File: src/rtl/evl_pkg.sv
// ----------------------------------------------------------------------------
// Module   : evl_pkg
// Brief    : Shared constants, FSM state type and lowest-index helper for the
//            irq_event_latch_4 event latch.
// Revision : 1.0 - initial release
// ----------------------------------------------------------------------------
`default_nettype none

package evl_pkg;

  localparam int NUM_CH = 4;
  localparam int ID_W   = 2;

  typedef enum logic [0:0] {
    IDLE  = 1'b0,
    OFFER = 1'b1
  } evl_state_t;

  // Index of the lowest set bit; 0 when nothing is set.
  function automatic logic [ID_W-1:0] lowest_idx(input logic [NUM_CH-1:0] v);
    lowest_idx = '0;
    for (int i = NUM_CH - 1; i >= 0; i--) begin
      if (v[i]) lowest_idx = ID_W'(i);
    end
  endfunction

endpackage

`default_nettype wire

File: src/rtl/evl_edge_sync.sv
// ----------------------------------------------------------------------------
// Module   : evl_edge_sync
// Brief    : One event channel: optional input synchronizer followed by a
//            rising-edge detector. rise is combinational from the (possibly
//            synchronized) line and its one-cycle-delayed copy.
//            Macro EVLATCH_SYNC_EN inserts a SYNC_STAGES-deep flop chain.
// Revision : 1.0 - initial release
// ----------------------------------------------------------------------------
`default_nettype none

module evl_edge_sync #(
  parameter int SYNC_STAGES = 2
) (
  input  logic clk,
  input  logic rst,
  input  logic ev,
  output logic rise
);

  logic w_s;
  logic r_s_q;

`ifdef EVLATCH_SYNC_EN
  logic [SYNC_STAGES-1:0] r_sync;

  // Shift the raw line through the synchronizer chain.
  always_ff @(posedge clk) begin
    if (rst) r_sync <= '0;
    else     r_sync <= {r_sync[SYNC_STAGES-2:0], ev};
  end

  assign w_s = r_sync[SYNC_STAGES-1];
`else
  // Line is already synchronous; the stage count does not change anything
  // here, both arms are the same direct connection.
  generate
    if (SYNC_STAGES > 0) begin : g_direct
      assign w_s = ev;
    end else begin : g_direct_zero
      assign w_s = ev;
    end
  endgenerate
`endif

  // Edge history; cleared by reset so a line high at release yields one event.
  always_ff @(posedge clk) begin
    if (rst) r_s_q <= 1'b0;
    else     r_s_q <= w_s;
  end

  assign rise = w_s & ~r_s_q;

endmodule

`default_nettype wire

File: src/rtl/irq_event_latch_4.sv
// ----------------------------------------------------------------------------
// Module   : irq_event_latch_4
// Brief    : Four-channel sticky, maskable event latch with saturating
//            missed-event counters and a lowest-index-first valid/ack offer.
//            pend[3:0] feeds orgate_4 inputs a..d.
//            Macro EVLATCH_SYNC_EN enables per-input synchronizers.
// Revision : 1.0 - initial release
// ----------------------------------------------------------------------------
`default_nettype none

module irq_event_latch_4
  import evl_pkg::*;
#(
  parameter int CNT_W       = 4,
  parameter int SYNC_STAGES = 2
) (
  input  logic                clk,
  input  logic                rst,
  input  logic [3:0]          ev_in,
  input  logic [3:0]          mask,
  input  logic [3:0]          clr,
  input  logic                irq_ack,
  output logic [3:0]          pend,
  output logic                irq_valid,
  output logic [1:0]          irq_id,
  output logic [4*CNT_W-1:0]  miss_cnt
);

  logic [NUM_CH-1:0]             w_rise;
  logic [NUM_CH-1:0]             w_ack_clr;
  logic [NUM_CH-1:0]             r_pending;
  logic [NUM_CH-1:0][CNT_W-1:0]  r_miss;
  evl_state_t                    r_state;
  logic                          r_valid;
  logic [ID_W-1:0]               r_id;

  generate
    for (genvar g = 0; g < NUM_CH; g++) begin : g_ch
      evl_edge_sync #(
        .SYNC_STAGES (SYNC_STAGES)
      ) u_edge (
        .clk  (clk),
        .rst  (rst),
        .ev   (ev_in[g]),
        .rise (w_rise[g])
      );
    end
  endgenerate

  // An accepted offer clears the channel currently being offered.
  always_comb begin
    w_ack_clr = '0;
    if (r_state == OFFER && irq_ack) w_ack_clr[r_id] = 1'b1;
  end

  assign pend = r_pending & mask;

  // Pending flags and missed counters: rise beats clr beats ack-clear.
  always_ff @(posedge clk) begin
    if (rst) begin
      r_pending <= '0;
      r_miss    <= '0;
    end else begin
      for (int i = 0; i < NUM_CH; i++) begin
        if (w_rise[i])         r_pending[i] <= 1'b1;
        else if (clr[i])       r_pending[i] <= 1'b0;
        else if (w_ack_clr[i]) r_pending[i] <= 1'b0;

        if (clr[i]) begin
          r_miss[i] <= '0;
        end else if (w_rise[i] && r_pending[i] && !w_ack_clr[i]
                     && r_miss[i] != {CNT_W{1'b1}}) begin
          r_miss[i] <= r_miss[i] + CNT_W'(1);
        end
      end
    end
  end

  // Offer FSM: IDLE picks the lowest pending index, OFFER holds it until
  // acked or until that channel stops being visible in pend.
  always_ff @(posedge clk) begin
    if (rst) begin
      r_state <= IDLE;
      r_valid <= 1'b0;
      r_id    <= '0;
    end else begin
      case (r_state)
        IDLE: begin
          if (|pend) begin
            r_id    <= lowest_idx(pend);
            r_valid <= 1'b1;
            r_state <= OFFER;
          end
        end
        OFFER: begin
          if (irq_ack || !pend[r_id]) begin
            r_valid <= 1'b0;
            r_state <= IDLE;
          end
        end
        default: begin
          r_valid <= 1'b0;
          r_state <= IDLE;
        end
      endcase
    end
  end

  assign irq_valid = r_valid;
  assign irq_id    = r_id;
  assign miss_cnt  = r_miss;

endmodule

`default_nettype wire
File: config.mk
export PLATFORM = sky130hd
export DESIGN_NAME = irq_event_latch_4
export DESIGN_NICKNAME = d
export VERILOG_FILES = /design/src/rtl/evl_pkg.sv /design/src/rtl/evl_edge_sync.sv /design/src/rtl/irq_event_latch_4.sv
export SDC_FILE = /design/constraint.sdc
export NUM_CORES = 1
export LEC_CHECK = 0
export BUFFER_PORTS_ARGS = -buffer_cell sky130_fd_sc_hd__buf_2
export CORE_UTILIZATION = 54
export DETAILED_ROUTE_END_ITERATION = 16
export GPL_ROUTABILITY_DRIVEN = 0
export PLACE_DENSITY = 0.83
export SLEW_MARGIN = 30
export SYNTH_ARGS = -nofsm -noshare
export SYNTH_HDL_FRONTEND = slang
export SYNTH_SLANG_ARGS = --single-unit
File: constraint.sdc
create_clock -name clk -period 4.9 [get_ports clk]
set_input_delay 1.225 -clock clk [delete_from_list [all_inputs] [get_ports clk]]
set_output_delay 1.225 -clock clk [all_outputs]
set_load 0.005 [all_outputs]
=== After elaboration in Yosys (flattened, before gate mapping) ===
Index checks and enable logic that the tools add are counted.

* Bits in writable memories: 0
* Latch bits: 0
* Bits in read-only memories: 0
* Memories kept: 0
* Register bits: 28
* Output and inout bits: 23

* Multipliers: 0
* Bitwise gates (word level): 10
* Reductions and logical operators: 31
* Magnitude comparators: 2
* Equality and inequality tests: 6
* Multiplexer cells: 27
* Divide/modulo/power cells: 0
* Shifts and indexed selects: 0
* Add/subtract/negate cells: 4

{| class="wikitable"
|+ Operators by type and width
! operator !! count
|-
| 1-bit two-way mux || 18
|-
| 4-bit by 1-bit adder with 4-bit output, second input constant || 4
|-
| 4-bit != test, second input constant || 4
|-
| 1-bit logical AND || 14
|-
| 3-bit nonzero test || 4
|-
| 2-bit two-way mux || 4
|-
| 2-bit OR reduction || 4
|-
| 1-bit logical NOT || 5
|-
| 1-bit inverter || 5
|-
| 1-bit AND || 4
|-
| 4-bit AND || 1
|-
| 4-bit two-way mux || 1
|-
| 1-bit one-hot mux with 2 select lines || 2
|-
| 2-bit AND reduction || 2
|-
| 4-bit OR reduction || 1
|-
| 2-bit by 3-bit less-than comparator with 1-bit output, second input constant || 1
|-
| 1-bit binary-select mux with 2-bit select || 1
|-
| 1-bit demux with 2-bit select || 1
|-
| 2-bit by 1-bit greater-or-equal comparator with 1-bit output, second input constant || 1
|-
| 2-bit by 1-bit != test with 1-bit output, second input constant || 1
|-
| 2-bit != test, second input constant || 1
|-
| 1-bit logical OR || 1
|}

=== Logic depth before layout (Yosys ltp) ===
Gate-level depths: netlist of the first run.

* Depth in word-level cells: 8
* Gate-level depth with buffers: 6

=== By module ===
From an unflattened synthesis of the first run, not the netlist that was laid out.

* Cell total of the unflattened synthesis: 149
* Area, all modules: 1363.8 sq um

{| class="wikitable"
|+ Modules (own cells, without submodules)
! module !! area an instance (sq um) !! cells an instance !! sequential area each (sq um) !! times used
|-
| irq_event_latch_4 || 1173.6 || 137 || 480.5 || 1
|-
| evl_edge_sync || 47.5 || 3 || 20.0 || 4
|}

=== Worst setup path after synthesis of the first run ===
OpenSTA, ideal clock, no wires.

* Path kind: in2out
* Start: input mask[0]
* End: output pend[0]
* Setup slack: 2.267 ns
* Arrival time: 1.408 ns
* Stages: 2
* Data required time: 3.675 ns
* Path through: nand2_1 -> inv_1

* Longest elaborated chain between the ends: 1

{| class="wikitable"
|+ Ends and longest elaborated chain
! item !! RTL line !! RTL
|-
| start: declaration || irq_event_latch_4.sv:20 || <nowiki>input logic [3:0] mask,</nowiki>
|-
| 4-bit AND || irq_event_latch_4.sv:56 || <nowiki>assign pend = r_pending & mask;</nowiki>
|-
| end: declaration || irq_event_latch_4.sv:23 || <nowiki>output logic [3:0] pend,</nowiki>
|}

Every way passes these cells.

=== Worst setup path after layout of the first run ===
Same ends and word-level chain as after synthesis.

==> results of run 1 <==
## registers in the layout, indices dropped and copies added, names as in the netlist
register,cells
irq_id,2
r_state,1
r_pending,4
irq_valid,1
g_ch.u_edge.r_s_q,4
miss_cnt,16
## Yosys cell counts
| library cell | instances | area [um2] |
|---|---|---|
| a21o_1 | 1 | 7.510 |
| a21oi_1 | 6 | 30.03 |
| a22oi_1 | 1 | 7.510 |
| a311oi_1 | 2 | 17.52 |
| a31oi_1 | 4 | 25.02 |
| and2_1 | 1 | 6.260 |
| and3_1 | 1 | 6.260 |
| buf_1 | 1 | 3.750 |
| buf_2 | 2 | 10.01 |
| buf_6 | 1 | 11.26 |
| clkbuf_1 | 1 | 3.750 |
| dfxtp_1 | 28 | 560.5 |
| ha_1 | 4 | 50.05 |
| inv_1 | 11 | 41.29 |
| mux2i_1 | 2 | 20.02 |
| nand2_1 | 9 | 33.78 |
| nand2b_1 | 2 | 12.51 |
| nand3_1 | 10 | 50.05 |
| nand3b_1 | 1 | 7.510 |
| nand4_1 | 5 | 31.28 |
| nand4b_1 | 3 | 26.28 |
| nor2_1 | 18 | 67.56 |
| nor2b_1 | 8 | 50.05 |
| nor4_1 | 2 | 12.51 |
| nor4bb_1 | 1 | 10.01 |
| o211ai_1 | 2 | 15.01 |
| o21a_1 | 1 | 7.510 |
| o21ai_0 | 7 | 35.03 |
| o21bai_1 | 2 | 15.01 |
| o22a_1 | 1 | 8.760 |
| o31a_1 | 1 | 8.760 |
| o31ai_1 | 1 | 7.510 |
| or2_2 | 4 | 25.02 |
| or3_1 | 4 | 25.02 |
| or4_1 | 3 | 22.52 |
| xor2_1 | 4 | 35.03 |
## power by group
group	total [uW]	leakage, uW	internal (uW)	switching [uW]
clock	107	0.0000210	45.4	61.9
combinational	41.2	0.000462	19.4	21.8
sequential	244	0.000228	235	8.51
## cell type report
| cell class | instances | share of cell area, % |
|---|---|---|
| clock buffer | 4 | 2.363 |
| multi-input combinational | 111 | 44.09 |
| inverter | 11 | 2.689 |
| sequential | 28 | 36.51 |
| tap | 28 | 2.282 |
| timing repair buffer | 37 | 12.06 |
## worst register-to-register path, stage by stage (launching register included)
cell and delay (ns):
dfxtp_1 0.37, ha_1 0.22, and3_1 0.18, or4_1 0.53, or3_1 0.39, a21oi_1 0.13
## cells in the final DEF, fill, tap and decap left out, types with 3 or more instances in the layout
cell | synthesis | final
a31oi_1 | 4 | 4
or3_1 | 4 | 4
nand2_1 | 9 | 9
o21ai_0 | 7 | 7
nand3_1 | 10 | 10
ha_1 | 4 | 4
nor2_1 | 18 | 18
buf_2 | 2 | 37
or2_2 | 4 | 4
nor2b_1 | 8 | 8
or4_1 | 3 | 3
inv_1 | 11 | 11
nand4b_1 | 3 | 3
dfxtp_1 | 28 | 28
a21oi_1 | 6 | 6
nand4_1 | 5 | 5
xor2_1 | 4 | 4
clkbuf_4 | 0 | 3
## logic make-up (layout without fill, tap and decap cells)
kind of cell / after synthesis / after routing
flip-flops: 28 / 28
multiplexers: 2 / 2
buffers and inverters: 16 / 52
AO/OA/AOI/OAI: 29 / 29
XOR/XNOR: 4 / 4
AND/OR/NAND/NOR: 72 / 72
adder cells (fa/ha/maj): 4 / 4
## layer usage
metal	GRT usage [%]	share of wire, %	vias up
met5	0	0	-
met4	8.796	1.2	0
met3	4.167	5.2	4
met2	39.91	49	39
met1	27.07	45	576
li1	-	-	618
## worst paths after layout
check,startpoint,to,slack (ns),depth (start not counted)
min,irq_valid,irq_valid,0.49,1
min reg2reg,irq_valid,irq_valid,0.49,1
max,mask[0],pend[0],2.01,4
max reg2reg,miss_cnt[0],miss_cnt[3],3.03,5
## stage by stage
step	cells	hold slack [ns]	worst slack, ns
floorplan	155	0.4611	2.267
global placement	215	0.4435	2.053
detailed placement	215	0.4593	2.028
CTS	219	0.4913	2.025
global route	219	0.5279	1.967
finish	219	0.4852	2.011
==> results.sh, run 1 <==
export IMPL_grt_pass1_vias=1067
export IMPL_cts_buffers=3
export IMPL_n_antenna_cell=0
export IMPL_h_tree_depth=1
export IMPL_finalSetupViolations=0
export IMPL_skew_ns=0.0006797
export IMPL_crit_path_top_delay_cell="nand2_1"
export IMPL_drt_pass1_iterations=5
export IMPL_clock_sinks=28
export IMPL_critPathMaxStageDelay_ns=0.17
export IMPL_synth_nets=174
export IMPL_syn_cell_area_mm2=0.001308
export IMPL_regArea_um2=560.5
export IMPL_power_uw=392.1
export IMPL_grt_first_pass_wirelength_mm=4.478
export IMPL_required_ns=3.67
export IMPL_synth_fa_ha_area_share_pct=3.828
export IMPL_power_per_cell_area_mw_per_mm2=255.4
export IMPL_drcViolationCount=0
export IMPL_hp_class="reg2reg"
export IMPL_fp_coreArea_mm2=0.002255
export IMPL_maxSlewViolCount=0
export IMPL_crit_buf_inv=3
export IMPL_period_share_pct=58.96
export IMPL_drt_total_wl_mm=2.680
export IMPL_antenna_found_initial=0
export IMPL_die_y_um=51.21
export IMPL_crit_type="in2out"
export IMPL_synth_simple_gate_area_share_pct=29.57
export IMPL_synth_compound_area_share_pct=14.16
export IMPL_drive_gt1_share_pct=23.56
export IMPL_cts_setup_buffers=0
export IMPL_worstPathArrival_ns=1.66
export IMPL_drtAntennaViolNets=0
export IMPL_wl_per_cell_um=12.24
export IMPL_hold_viol_final=0
export IMPL_synthMuxAreaShare_pct=1.531
export IMPL_multi_input_area_um2=676.9
export IMPL_drtIter0Drc=14
export IMPL_post_route_util_pct=68.09
export IMPL_dieArea_mm2=0.002622
export IMPL_dp_final_hpwl_mm=2.100
export IMPL_ir_worst_vdd_mv=0.1828
export IMPL_cts_clk_slew_worst_paths_ns=0.14
export IMPL_yosysUniqueCellTypes=36
export IMPL_cts_root_buf="clkbuf_4"
export IMPL_clk_insertion_delay_late_ns=0.31
export IMPL_area_growth_synth_to_final_pct=17.42
export IMPL_max_freq_mhz=346.1
export IMPL_startpoint_type="primary input"
export IMPL_hold_buffers=0
export IMPL_fin_nets=211
export IMPL_cts_path_max_buffers=2
export IMPL_vias=1237
export IMPL_cts_tree="yes"
export IMPL_port_buffers=37
export IMPL_cp_end_kind="output pin"
export IMPL_cpMostUsedCell="buf_2"
export IMPL_ios=38
export IMPL_num_fill_cells=203
export IMPL_path_max_fanout=6
export IMPL_yosysWarnings=0
export IMPL_maxCapViolations=0
export IMPL_fp_dieW_um=51.21
export IMPL_worst_slew_pin_slew_ns=0.3665
export IMPL_setup_tns_ns=0
export IMPL_rsz0062_at_grt="no"
export IMPL_placed_area_mm2=0.001499
export IMPL_power_leakage_uw=0.0007116
export IMPL_path_delay_family="buffers and inverters"
export IMPL_gr_usage_all_layers_pct=22.72
export IMPL_outcome="completed"
export IMPL_synth_top_family_by_area="simple AND/OR/NAND/NOR gates"
export IMPL_grt_max_degree=22
export IMPL_syn_area_per_cell_um2=8.436
export IMPL_seq_area_frac_synth_pct=42.87
export IMPL_cts_resized=0
export IMPL_synth_xor_area_share_pct=2.679
export IMPL_viasPerCell=5.648
export IMPL_grt_ovfl_total=0
export IMPL_crit_path_cell_trace="buf_2, nand2_1, inv_1, buf_2"
export IMPL_initial_utilization_pct=57.99
export IMPL_rows=17
export IMPL_final_area_mm2=0.001535
export IMPL_synth_cells=155
export IMPL_min_period_ns=2.889
export IMPL_ys_ff_latch=28
export IMPL_slew_headroom_pct=75.40
Power figures use the tool's default switching activity.
==> run 2, diff against run 1 <==
Settings changed: CORE_UTILIZATION 54 to 45, PLACE_DENSITY 0.83 to 0.74.
Clock period 4.9 ns to 2.5 ns, I/O delays scaled along.
==> run 2 against run 1 <==
Effect of this change: combinational power grew 93%; setup slack lost 1.4 ns; die area rose by 19%; sequential cell count did not move; first-iteration DRC count increased by 50%; critical path depth grew 1; non-clock buffer count unchanged; cell count increased by 1.4%; power up 120%; hold slack improved by 0.0077 ns; final area rose by 1.3%; clock power rose to 2.8 times the previous value.
==> results.sh, run 2 (synthesized netlist as in run 1, its figures left out) <==
export IMPL_maxSlewViolCount=0
export IMPL_grt_max_degree=22
export IMPL_final_common_cell="buf_2"
export IMPL_fp_dieW_um=55.91
export IMPL_hp_class="reg2reg"
export IMPL_power_leakage_uw=0.0007185
export IMPL_viasPerCell=5.441
export IMPL_n_antenna_cell=0
export IMPL_maxCapViolations=0
export IMPL_wl_per_cell_um=12.33
export IMPL_grt_ovfl_total=0
export IMPL_gr_usage_all_layers_pct=19.51
export IMPL_cts_tree="yes"
export IMPL_h_tree_depth=1
export IMPL_cts_setup_buffers=0
export IMPL_cts_buffers=3
export IMPL_initial_utilization_pct=47.41
export IMPL_pre_cts_ws_ns=0.3930
export IMPL_ir_worst_vdd_mv=0.3187
export IMPL_die_y_um=55.91
export IMPL_antenna_found_initial=0
export IMPL_area_growth_synth_to_final_pct=18.95
export IMPL_max_freq_mhz=528.3
export IMPL_largest_register_ffs=16
export IMPL_multi_input_area_um2=676.9
export IMPL_worstPathArrival_ns=2.17
export IMPL_hold_slack_ns=0.4929
export IMPL_cp_end_kind="register"
export IMPL_fin_nets=211
export IMPL_setup_ws_ns=0.6071
export IMPL_slew_headroom_pct=76.23
export IMPL_drtAntennaViolNets=0
export IMPL_cts_clk_slew_worst_paths_ns=0.16
export IMPL_rsz0062_at_grt="no"
export IMPL_drtIter0Drc=21
export IMPL_period_share_pct=75.72
export IMPL_rows=19
export IMPL_drt_total_wl_mm=2.738
export IMPL_worst_slew_pin_slew_ns=0.3565
export IMPL_fp_coreArea_mm2=0.002758
export IMPL_dp_cells=218
export IMPL_hold_viol_final=0
export IMPL_finalSetupViolations=0
export IMPL_final_cell_mix="buf_2, dfxtp_1, nor2_1, inv_1, nand3_1"
export IMPL_hold_buffers=0
export IMPL_dieArea_mm2=0.003125
export IMPL_vias=1208
export IMPL_num_fill_cells=262
export IMPL_path_max_fanout=7
export IMPL_grt_first_pass_wirelength_mm=4.864
export IMPL_startpoint_type="register"
export IMPL_placed_area_mm2=0.001503
export IMPL_regArea_um2=560.5
export IMPL_final_area_mm2=0.001555
export IMPL_cts_path_max_buffers=2
export IMPL_min_period_ns=1.893
export IMPL_clock_sinks=28
export IMPL_drt_pass1_iterations=4
export IMPL_port_buffers=37
export IMPL_cts_root_buf="clkbuf_4"
export IMPL_skew_ns=0.003639
export IMPL_drive_gt1_share_pct=23.56
export IMPL_setup_tns_ns=0
export IMPL_grt_pass1_vias=1227
export IMPL_ios=38
export IMPL_dp_final_hpwl_mm=2.098
export IMPL_drcViolationCount=0
export IMPL_outcome="completed"
export IMPL_crit_type="reg2reg"
export IMPL_power_per_cell_area_mw_per_mm2=553.7
export IMPL_clk_insertion_delay_late_ns=0.33
export IMPL_required_ns=2.78
export IMPL_fin_cells=222
export IMPL_cts_resized=0
-- run 2: path summary, 6_finish.rpt --
check,from,to,slack (ns),depth (start not counted)
worst max-delay path,miss_cnt[0],miss_cnt[3],0.61,5
worst min-delay path,irq_valid,irq_valid,0.49,1
worst max register to register,miss_cnt[0],miss_cnt[3],0.61,5
worst min register to register,irq_valid,irq_valid,0.49,1
-- run 2: power breakdown --
part           switching (uW)  internal, uW
combinational            41.5          38.1
clock                     142           162
sequential               16.4           461
-- run 2: final cells by class --
type	instances	share of cell area, %
Timing Repair Buffer	37	11.91
Multi-Input combinational cell	111	43.52
Tap cell	31	2.494
Clock buffer	3	1.448
Inverter	11	2.655
Sequential cell	28	36.04
Clock inverter	1	1.931
-- run 2: routing by layer --
layer  vias to the layer above  wire, um  GRT usage (%)
met4                         0        19          9.059
met2                        28      1385          35.63
li1                        621         -              -
met3                         2       133          3.256
met1                       557      1200          22.04
met5                         -         0              0
-- run 2: metrics by stage --
stage | total power, uW | utilization (%)
2_1_floorplan | 537.3 | -
3_3_place_gp | 562.6 | 54.49
3_5_place_dp | 566.1 | 54.49
4_1_cts | 870.3 | 56.40
5_1_grt | 897.7 | 56.40
6_report | 861.2 | 56.40
-- run 2: worst max-delay path, stage by stage (launching register included) --
cell and delay (ns):
dfxtp_1 0.38, ha_1 0.22, and3_1 0.18, or4_1 0.52, or3_1 0.38, a21oi_1 0.15
==> run 3, diff against run 2 <==
Settings changed: CORE_UTILIZATION 45 to 50, PLACE_DENSITY 0.74 to 0.77.
Clock period 2.5 ns to 1.9 ns, I/O delays scaled along.
==> run 3 against run 2 <==
Effect of this change: register-to-register slack lost 0.45 ns; sequential share of layout area hardly changed; sequential power is 31% higher; non-clock buffer count increased by 4; die area fell by 9.7%; cell count rose by 0.90%; via count grew 0.83%; final area about the same; combinational power is 46% higher; critical path depth did not move; count of clock-buffer cells in the layout unchanged.
==> results.sh, run 3 (synthesized netlist as in run 1, its figures left out) <==
export IMPL_setup_tns_ns=0
export IMPL_maxSlewViolCount=0
export IMPL_dieArea_mm2=0.002823
export IMPL_cts_resized=0
export IMPL_placed_area_mm2=0.001531
export IMPL_fp_coreArea_mm2=0.002477
export IMPL_drt_pass1_iterations=4
export IMPL_antenna_found_initial=0
export IMPL_ios=38
export IMPL_power_per_cell_area_mw_per_mm2=622.0
export IMPL_largest_register_ffs=16
export IMPL_startpoint_type="register"
export IMPL_outcome="completed"
export IMPL_cts_buffers=3
export IMPL_rows=18
export IMPL_cts_root_buf="clkbuf_4"
export IMPL_fin_nets=215
export IMPL_final_common_cell="buf_2"
export IMPL_maxCapViolations=0
export IMPL_vias=1218
export IMPL_final_cell_mix="buf_2, dfxtp_1, nor2_1, inv_1, nand3_1"
export IMPL_ir_worst_vdd_mv=0.3600
export IMPL_cts_setup_buffers=0
export IMPL_crit_type="reg2reg"
export IMPL_power_uw=966.6
export IMPL_clk_insertion_delay_late_ns=0.31
export IMPL_pre_cts_ws_ns=0.08461
export IMPL_final_area_mm2=0.001554
export IMPL_power_leakage_uw=0.0007230
export IMPL_drtAntennaViolNets=0
export IMPL_hp_class="in2reg"
export IMPL_slew_headroom_pct=77.54
export IMPL_fp_dieW_um=53.14
export IMPL_skew_ns=0.006442
export IMPL_viasPerCell=5.438
export IMPL_gr_usage_all_layers_pct=20.97
export IMPL_grt_first_pass_wirelength_mm=4.264
export IMPL_drtIter0Drc=10
export IMPL_cts_tree="yes"
export IMPL_hold_viol_final=0
export IMPL_die_y_um=53.14
export IMPL_cp_end_kind="register"
export IMPL_path_max_fanout=4
export IMPL_worst_slew_pin_slew_ns=0.3346
export IMPL_grt_ovfl_total=0
export IMPL_period_share_pct=91.82
export IMPL_worstPathArrival_ns=2.00
export IMPL_finalSetupViolations=0
export IMPL_hold_buffers=0
export IMPL_clock_sinks=28
export IMPL_drcViolationCount=0
export IMPL_cts_clk_slew_worst_paths_ns=0.13
export IMPL_grt_max_degree=15
export IMPL_n_antenna_cell=0
export IMPL_max_freq_mhz=573.2
export IMPL_setup_ws_ns=0.1555
export IMPL_h_tree_depth=1
export IMPL_drt_total_wl_mm=2.675
export IMPL_initial_utilization_pct=52.78
export IMPL_dp_final_hpwl_mm=2.151
export IMPL_min_period_ns=1.745
export IMPL_rsz0062_at_grt="no"
export IMPL_cts_path_max_buffers=2
export IMPL_required_ns=2.16
export IMPL_drive_gt1_share_pct=24.74
export IMPL_port_buffers=37
export IMPL_grt_pass1_vias=1039
export IMPL_wl_per_cell_um=11.94
export IMPL_area_growth_synth_to_final_pct=18.85
==> run 3: area by class of cell <==
type / instances / area (um2)
clock buffer: 3 / 22.52
fill: 232 / 923.4
inverter: 11 / 41.29
multi-input combinational: 111 / 676.9
sequential: 28 / 560.5
tap: 30 / 37.54
timing repair buffer: 41 / 215.2
==> run 3: worst paths after layout <==
check / to / cells after the start / startpoint / slack (ns)
worst min-delay path: g_ch[1].u_edge.r_s_q / 2 / ev_in[1] / 0.38
worst min register to register: irq_valid / 1 / irq_valid / 0.48
worst max-delay path: miss_cnt[3] / 5 / miss_cnt[0] / 0.16
worst max register to register: miss_cnt[3] / 5 / miss_cnt[0] / 0.16
==> run 3: routing by layer <==
| metal | GRT usage (%) | vias up | wire (um) |
|---|---|---|---|
| met4 | 10.53 | 0 | 39 |
| met5 | 0 | - | 0 |
| met3 | 5.172 | 4 | 161 |
| met1 | 24.65 | 559 | 1231 |
| met2 | 35.02 | 27 | 1242 |
| li1 | - | 628 | - |
==> run 3: power breakdown <==
part           leakage, uW  internal (uW)  total (uW)  switching [uW]
clock            0.0000138           74.2         227             153
sequential        0.000228            606         623            17.4
combinational     0.000481           55.7         116            60.7
total             0.000723            736         967             231
==> run 3: critical path: stages (launching register included) <==
cell and delay (ns):
dfxtp_1 0.37, ha_1 0.22, and3_1 0.18, or4_1 0.41, or3_1 0.36, a21oi_1 0.15
==> run 3: stage by stage <==
stage	util (%)	hold slack (ns)	cells
finish	62.73	0.3795	224
detailed placement	61.82	0.4521	221
global placement	61.82	0.4423	221
floorplan	-	0.4611	155
CTS	62.73	0.3672	224
global route	62.73	0.3611	224
